`src/rtl/mult.sv`:
```
// Sequential 32x32 signed radix-2 Booth multiplier, one iteration per clock, HI/LO result.
// Optional MULT_ZERO_SKIP_EN: zero operands finish after a single cycle.
module mult (
  input  logic        clk,
  input  logic        reset,
  input  logic [31:0] a,
  input  logic [31:0] b,
  input  logic        multControl,
  output logic        multStop,
  output logic [31:0] hi,
  output logic [31:0] lo
);

  typedef enum logic [1:0] {StIdle, StRun, StDone} state_e;

  state_e      r_state, w_state_d;
  logic [32:0] r_m, w_m_d;
  logic [32:0] r_acc, w_acc_d;
  logic [31:0] r_q, w_q_d;
  logic        r_qm1, w_qm1_d;
  logic [5:0]  r_cnt, w_cnt_d;
  logic [31:0] r_hi, w_hi_d;
  logic [31:0] r_lo, w_lo_d;
  logic        r_stop, w_stop_d;

  logic [32:0] w_sum;
  logic [32:0] w_acc_sh;
  logic [31:0] w_q_sh;

  always_comb begin
    w_sum = r_acc;
    unique case ({r_q[0], r_qm1})
      2'b01:   w_sum = r_acc + r_m;
      2'b10:   w_sum = r_acc - r_m;
      default: w_sum = r_acc;
    endcase
  end

  // Arithmetic right shift of {ACC, Q, Qm1}; Qm1 picks up the old Q[0].
  assign w_acc_sh = {w_sum[32], w_sum[32:1]};
  assign w_q_sh   = {w_sum[0], r_q[31:1]};

  always_comb begin
    w_state_d = r_state;
    w_m_d     = r_m;
    w_acc_d   = r_acc;
    w_q_d     = r_q;
    w_qm1_d   = r_qm1;
    w_cnt_d   = r_cnt;
    w_hi_d    = r_hi;
    w_lo_d    = r_lo;
    w_stop_d  = r_stop;

    if (multControl) begin
      w_m_d     = {a[31], a};
      w_acc_d   = 33'd0;
      w_q_d     = b;
      w_qm1_d   = 1'b0;
      w_cnt_d   = 6'd32;
      w_hi_d    = 32'd0;
      w_lo_d    = 32'd0;
      w_stop_d  = 1'b0;
      w_state_d = StRun;
`ifdef MULT_ZERO_SKIP_EN
      // A single all-zero iteration yields a zero product and completes on the next edge.
      if ((a == 32'd0) || (b == 32'd0)) begin
        w_m_d   = 33'd0;
        w_q_d   = 32'd0;
        w_cnt_d = 6'd1;
      end
`endif
    end else begin
      unique case (r_state)
        StIdle: begin
          w_state_d = StIdle;
        end
        StRun: begin
          w_acc_d = w_acc_sh;
          w_q_d   = w_q_sh;
          w_qm1_d = r_q[0];
          w_cnt_d = r_cnt - 6'd1;
          if (r_cnt == 6'd1) begin
            w_hi_d    = w_acc_sh[31:0];
            w_lo_d    = w_q_sh;
            w_stop_d  = 1'b1;
            w_state_d = StDone;
          end
        end
        StDone: begin
          w_stop_d  = 1'b0;
          w_state_d = StIdle;
        end
        default: begin
          w_state_d = StIdle;
        end
      endcase
    end
  end

  always_ff @(posedge clk) begin
    if (reset) begin
      r_state <= StIdle;
      r_m     <= 33'd0;
      r_acc   <= 33'd0;
      r_q     <= 32'd0;
      r_qm1   <= 1'b0;
      r_cnt   <= 6'd0;
      r_hi    <= 32'd0;
      r_lo    <= 32'd0;
      r_stop  <= 1'b0;
    end else begin
      r_state <= w_state_d;
      r_m     <= w_m_d;
      r_acc   <= w_acc_d;
      r_q     <= w_q_d;
      r_qm1   <= w_qm1_d;
      r_cnt   <= w_cnt_d;
      r_hi    <= w_hi_d;
      r_lo    <= w_lo_d;
      r_stop  <= w_stop_d;
    end
  end

  assign multStop = r_stop;
  assign hi       = r_hi;
  assign lo       = r_lo;

endmodule

```
`config.mk`:
```
export PLATFORM = sky130hd
export DESIGN_NAME = mult
export DESIGN_NICKNAME = d
export VERILOG_FILES = /design/src/rtl/mult.sv
export SDC_FILE = /design/constraint.sdc
export NUM_CORES = 1
export LEC_CHECK = 0
export ABC_AREA = 1
export CORE_MARGIN = 2
export CORE_UTILIZATION = 35
export CTS_CLUSTER_DIAMETER = 60
export DETAILED_ROUTE_END_ITERATION = 16
export PLACE_DENSITY = 0.66
export SYNTH_ARGS = -nofsm -noshare
export SYNTH_HDL_FRONTEND = slang
export SYNTH_SLANG_ARGS = --single-unit
```
`constraint.sdc`:
```
create_clock -name clk -period 3.5 [get_ports clk]
set_input_delay 0.525 -clock clk [delete_from_list [all_inputs] [get_ports clk]]
set_output_delay 0.525 -clock clk [all_outputs]
set_load 0.02 [all_outputs]
```
==> results of run 1 <==
==> worst max-delay path by stage <==
stage / slack [ns] / cells past startpoint / end
detailed placement: 0.11 / 23 / hi[27]$_SDFFE_PP0P_
floorplan: 0.59 / 22 / r_acc[29]$_SDFFE_PP0P_
global route: -0.03 / 20 / hi[31]$_SDFFE_PP0P_
CTS: 0.09 / 23 / hi[27]$_SDFFE_PP0P_
global placement: 0.08 / 22 / r_acc[27]$_SDFFE_PP0P_
finish: 0.27 / 18 / hi[24]$_SDFFE_PP0P_
==> per-layer routing <==
metal  wire length [um]  track usage [%]
met1              13400             26.2
met2              14300             35.6
met3               1350             3.89
met4                656             6.13
met5                  0                0
==> sequential cells by signal (all words and copies together), names as in the netlist, 2 cells and up <==
signal	count
hi	32
lo	32
r_acc	32
r_m	32
r_q	32
r_cnt	6
r_state	2
==> power breakdown <==
| group | leakage (nW) | total [mW] | switching [mW] | internal, mW |
|---|---|---|---|---|
| combinational | 3.94 | 0.974 | 0.600 | 0.374 |
| sequential | 1.39 | 2.08 | 0.0725 | 2.00 |
| clock | 0.308 | 2.05 | 1.04 | 1.01 |
==> timing repair <==
action / 4_1_cts / 5_1_grt
buffers inserted: 0 / 3
endpoints found under the setup margin: 0 / 26
gates resized for setup: 0 / 49
==> kinds of logic after synthesis <==
logic type | after synthesis
XOR/XNOR | 31
AO/OA/AOI/OAI | 253
adder cells (fa/ha/maj) | 37
buffers and inverters | 245
flip-flops | 170
AND/OR/NAND/NOR | 781
multiplexers | 1
==> synth_stat cells (all sizes together), types with 10 or more instances <==
cell / instances
dfxtp: 170
buf: 19
nor3: 14
a21oi: 84
a22oi: 11
nor2: 254
o21ai: 114
nand3b: 10
clkbuf: 43
nand3: 94
ha: 36
a31oi: 28
xor2: 18
inv: 183
nand2: 387
xnor2: 13
==> critical path, stage by stage (launching register included) <==
cell	delay, ns
dfxtp_1	0.34
nor3_2	0.22
nand3_2	0.13
nor2_4	0.13
nand3_2	0.11
nand2_1	0.11
o21ai_0	0.12
xnor2_1	0.38
ha_1	0.37
nand2_1	0.17
o21ai_0	0.15
inv_1	0.07
nand2_1	0.08
a21oi_1	0.24
nand3b_1	0.11
nand3_1	0.16
nand3_1	0.10
nand2_1	0.09
inv_1	0.03
==> area by class of cell <==
type                            instances  area, sq um  area share (%)
Clock buffer                           17          425            3.47
Clock inverter                         15          221            1.81
Inverter                              183          687            5.60
Tap cell                              372          465            3.80
Sequential cell                       170         3400            27.8
Timing Repair Buffer                  151         1460            11.9
Multi-Input combinational cell       1103         5600            45.7
==> flow_metrics.tcl, run 1 <==
set metrics [dict create \
    r2r_setup_slack_ns 0.27 \
    max_cap_violations 0 \
    whs_path_depth 2 \
    place_area_sq_um 11400 \
    place_ws_ns 0.111 \
    crit_required_ns 3.84 \
    avgSynthCellArea_sq_um 6.40 \
    rows 60 \
    syn_area_sq_um 9710 \
    syn_inst 1518 \
    drive_above_1_share_pct 7.20 \
    fin_util_pct 45.2 \
    synth_warnings 0 \
    max_slew_margin_pct 36.3 \
    postRouteAntennaNets 0 \
    r2r_start "r_m[0]$_SDFFE_PP0P_" \
    grt_usage_pct 20.6 \
    via_count 9798 \
    synth_top_area_share_pct 35.0 \
    drt_wl_total_um 29700 \
    rr_worst_depth 18 \
    place_inst 1976 \
    final_cells 2011 \
    fmax_ghz 0.310 \
    antenna_found_initial 0 \
    worst_slew_pin_slew_ns 0.955 \
    dieWidth_um 171 \
    rsz0062_at_grt "true" \
    drv_slew 0 \
    drc 0 \
    layout_commonest_cell "nand2_1" \
    rr_endpoint "hi[24]$_SDFFE_PP0P_" \
    p_leak_nw 5.63 \
    fillerInstances 2861 \
    synth_top_area_cell "dfxtp_1" \
    grt_max_degree 63 \
    worstPathMaxFanout 4 \
    power_mw 5.10 \
    whs_ns 0.469 \
    hold_class "reg2reg" \
    cts_buffers 17 \
    setup.worst_path.end_class "flip-flop" \
    synth_seq_cells 170 \
    final_hold_viol_count 0 \
    period_share_pct 92.2 \
    synth_top_family_by_area "simple AND/OR/NAND/NOR gates" \
    dieArea_sq_um 29100 \
    io_pins 132 \
    worst_hold_path.endpoint "lo[5]$_SDFFE_PP0P_" \
    synth_async_sr_flop_share_pct 0 \
    die_h_um 171 \
    final_cell_mix "nand2_1 (377), nor2_1 (232), inv_1 (180), dfxtp_1 (170), clkdlybuf4s50_1 (130)" \
    power_density_nw_per_um2 416 \
    grt_pass1_vias 9229 \
    antennaDiodeCount 0 \
    fin_setup_tns_ns 0 \
    gp_congestion 0.997 \
    post-route-min-period_ns 3.23 \
    crit_type "reg2reg" \
    setup_viol 0 \
    grt_pass1_wl_um 47700 \
    ys_types 45 \
    area_delta_synth_final_pct 26.2 \
    outcome "finished, final reports clean" \
    io_buffers 131 \
    setup_ws_ns 0.273 \
    grt-ovfl-total 0 \
    synthMuxAreaShare_pct 0.103 \
    hold_buffers 0 \
    yosys.area_share.simple_pct 33.3 \
    start_util_pct 35.8 \
    cts_num_sinks 170 \
    start_kind "flip-flop" \
    drtPass1Iterations 5 \
    drt-vias-per-instance 4.87 \
    synth_xor_area_share_pct 2.80 \
    synth_edf_count 0 \
    stdcell_area_sq_um 12300 \
    fin_skew_ns 0.0149 \
    clk_root_buffer_cell "clkbuf_16" \
    arrival_ns 3.57 \
    syn-num-nets 1622 \
    htree_levels 4 \
    cp-startpoint "r_m[0]$_SDFFE_PP0P_" \
    synth_seq_area_share_pct 35.0 \
    synth_adder_area_share_pct 4.84 \
    fin_nets 1730 \
    cts_tree "built" \
    core_sq_um 27100 \
    clk_pin_slew_ns 0.08 \
    peakVddDrop_mv 0.275 \
    clk_latency_ns 0.45 \
    synthFlopType "dfxtp_1" \
    synth.area.top_cells "dfxtp_1 (35%), nand2_1 (15%), nor2_1 (9.6%)" \
    synth-compound-area-share_pct 14.2 \
    cts_max_path_buffers 2 \
    dp_hpwl_um 22000 \
    first_iter_violations 611 \
    hold_path.startpoint "lo[5]$_SDFFE_PP0P_" \
    routedWlPerCell_um 14.8 \
]
(Power assumes the default switching activity.)
==> run 2, diff against run 1 <==
--- a/config.mk
+++ b/config.mk
@@ -6,11 +6,13 @@
 export NUM_CORES = 1
 export LEC_CHECK = 0
 export ABC_AREA = 1
+export CORE_ASPECT_RATIO = 0.6
 export CORE_MARGIN = 2
 export CORE_UTILIZATION = 35
 export CTS_CLUSTER_DIAMETER = 60
 export DETAILED_ROUTE_END_ITERATION = 16
 export PLACE_DENSITY = 0.66
+export SLEW_MARGIN = 20
 export SYNTH_ARGS = -nofsm -noshare
 export SYNTH_HDL_FRONTEND = slang
 export SYNTH_SLANG_ARGS = --single-unit
==> constraint.sdc (replaced) <==
create_clock -name clk -period 3.5 [get_ports clk]
set_input_delay 0.7 -clock clk [delete_from_list [all_inputs] [get_ports clk]]
set_output_delay 0.7 -clock clk [all_outputs]
set_load 0.02 [all_outputs]
==> run 2 against run 1 <==
Effect of this change:
- core utilization decreased by 0.33 points
- via count grew 1.2%
- wire length increased by 1.3%
- non-clock buffer count is 5 higher
- first-iteration DRC count increased by 29%
- global-route usage up 0.58 points
- worst setup slack worse by 0.065 ns
- sequential share of layout area decreased by 0.11 points
- sequential power barely moved
- design area is 0.39% higher
- register-to-register slack worse by 0.06 ns
- critical path type unchanged
==> flow_metrics.tcl, run 2 (same netlist as run 1, synthesis figures left out) <==
set metrics [dict create \
    clk_root_buffer_cell "clkbuf_16" \
    start_kind "flip-flop" \
    power_frac_seq_pct 41.4 \
    fin_util_pct 44.9 \
    area_delta_synth_final_pct 26.7 \
    core_sq_um 27400 \
    place_area_sq_um 11400 \
    power.switching_mw 1.64 \
    drt-vias-per-instance 4.93 \
    layout_commonest_cell "nand2_1" \
    antennaDiodeCount 0 \
    outcome "finished, final reports clean" \
    p_clk_share_pct 38.8 \
    postRouteAntennaNets 0 \
    rsz0062_at_grt "true" \
    rr_endpoint "hi[26]$_SDFFE_PP0P_" \
    crit_family "simple AND/OR/NAND/NOR gates" \
    p_leak_nw 5.63 \
    via_count 9913 \
    grt_pass1_vias 9175 \
    fin_nets 1735 \
    max_cap_violations 0 \
    stdcell_area_sq_um 12300 \
    antenna_found_initial 0 \
    slowest_delay_ns 0.35 \
    hold_path.startpoint "lo[20]$_SDFFE_PP0P_" \
    grt_usage_pct 21.2 \
    cp.buffers_inverters 4 \
    peakVddDrop_mv 0.272 \
    hold_class "reg2reg" \
    cts_max_path_buffers 2 \
    cts_num_sinks 170 \
    hold_buffers 0 \
    crit_type "reg2reg" \
    start_util_pct 35.4 \
    grt_pass1_wl_um 48900 \
    clk_pin_slew_ns 0.08 \
    rr_worst_depth 23 \
    io_buffers 131 \
    path_cells "inv_1 -> ha_2 -> nand2_2 -> nor2_4 -> inv_1 -> nor2_2 -> nand3_1 -> nor2_2 -> a31oi_1 -> xor2_1 -> inv_1 -> ha_1 -> nand2_1 -> nor2_4 -> nand2_2 -> nor3_2 -> nand2_2 -> nand2_1 -> nand2_1 -> nand3_1 -> nand3_1 -> nand2_1 -> inv_1" \
    htree_levels 4 \
    drt_wl_total_um 30100 \
    worst_hold_path.endpoint "lo[20]$_SDFFE_PP0P_" \
    dieArea_sq_um 29100 \
    routedWlPerCell_um 15.0 \
    cts_buffers 17 \
    clk_latency_ns 0.45 \
    period_share_pct 94.0 \
    post-route-min-period_ns 3.29 \
    slowest_stage "dfxtp_1" \
    power_mw 5.01 \
    fillerInstances 2840 \
    gp_congestion 0.979 \
    setup.worst_path.end_class "flip-flop" \
    worstPathMaxFanout 4 \
    max_slew_margin_pct 38.6 \
    grt_max_degree 63 \
    worst_slew_pin_slew_ns 0.920 \
    p_int_mw 3.37 \
    final_hold_viol_count 0 \
    first_iter_violations 786 \
    r2r_start "r_m[0]$_SDFFE_PP0P_" \
    fmax_ghz 0.304 \
    rows 47 \
    crit_required_ns 3.85 \
    setup_viol 0 \
    grt-ovfl-total 0 \
    power_density_nw_per_um2 407 \
    sw_frac_of_total_pct 32.8 \
    cts_tree "built" \
    fin_skew_ns 0.0123 \
    drv_slew 0 \
    dieWidth_um 219 \
    drtPass1Iterations 5 \
    drc 0 \
    whs_path_depth 2 \
    io_pins 132 \
    drive_above_1_share_pct 8.03 \
    arrival_ns 3.64 \
    dp_hpwl_um 22700 \
    r2r_setup_slack_ns 0.21 \
    setup_ws_ns 0.209 \
    fin_setup_tns_ns 0 \
    combPwrFrac_pct 19.8 \
    place_ws_ns -0.0521 \
    final_cell_mix "nand2_1 (374), nor2_1 (232), inv_1 (180), dfxtp_1 (170), clkdlybuf4s50_1 (130)" \
    die_h_um 133 \
]
run 2: changes by cell type in the layout (fill, tap and decap cells not counted), moves of 2 or more:
cell and change:
buf_4 +4, nand2_1 -3, nor3_2 +2, inv_8 +2, inv_6 +2, nand2_2 +3
ha_1 -4, nor2_2 -2, ha_2 +4, inv_12 -5, nor2_4 +2
run 2: per-layer routing:
layer / vias to the layer above / part of all wire (%) / GRT usage, %
li1: 5090 / - / -
met3: 27 / 5.6 / 4.30
met5: - / 0 / 1.00
met4: 0 / 1.1 / 4.05
met2: 257 / 41 / 30.4
met1: 4539 / 52 / 32.4
run 2: final cells by class:
| class | count | area [sq um] | share of cell area [%] |
|---|---|---|---|
| Clock buffer | 18 | 439 | 3.57 |
| Clock inverter | 14 | 173 | 1.40 |
| Inverter | 183 | 687 | 5.58 |
| Multi-Input combinational cell | 1103 | 5640 | 45.8 |
| Sequential cell | 170 | 3400 | 27.7 |
| Tap cell | 367 | 459 | 3.73 |
| Timing Repair Buffer | 156 | 1510 | 12.2 |
run 2: what timing repair did:
| action | in CTS | in global routing |
|---|---|---|
| setup buffers | 0 | 2 |
| endpoints found under the setup margin | 2 | 23 |
| resized for setup | 3 | 58 |
| pin swaps | 0 | 9 |
run 2: stage by stage:
stage	cells	hold WS, ns
after global routing	2011	0.492
final	2011	0.464
after detailed placement	1977	0.455
after CTS	2009	0.468
after floorplan	1518	0.443
after global placement	1977	0.449
run 2: worst max-delay path by stage:
stage	to	cells after the start	from	slack, ns
4_1_cts	hi[26]$_SDFFE_PP0P_	23	r_m[1]$_SDFFE_PP0P_	0.02
3_5_place_dp	hi[26]$_SDFFE_PP0P_	22	r_m[1]$_SDFFE_PP0P_	-0.05
5_1_grt	hi[31]$_SDFFE_PP0P_	24	r_m[1]$_SDFFE_PP0P_	-0.03
2_1_floorplan	r_acc[29]$_SDFFE_PP0P_	22	r_qm1$_SDFFE_PP0P_	0.59
3_3_place_gp	hi[26]$_SDFFE_PP0P_	22	r_m[0]$_SDFFE_PP0P_	-0.07
6_report	hi[26]$_SDFFE_PP0P_	23	r_m[0]$_SDFFE_PP0P_	0.21
run 2: power groups by stage:
stage | registers, mW | logic, mW | clock network, mW
after floorplan | 2.10 | 0.637 | 0
after global placement | 2.12 | 0.927 | 0
after detailed placement | 2.12 | 0.932 | 0
after CTS | 2.07 | 0.939 | 1.99
after global routing | 2.08 | 1.12 | 2.07
final | 2.07 | 0.993 | 1.94
run 2: tightest hold or removal path, stage by stage (launching register included):
cell	delay, ns
dfxtp_1	0.32
nand2_1	0.06
a21oi_1	0.05
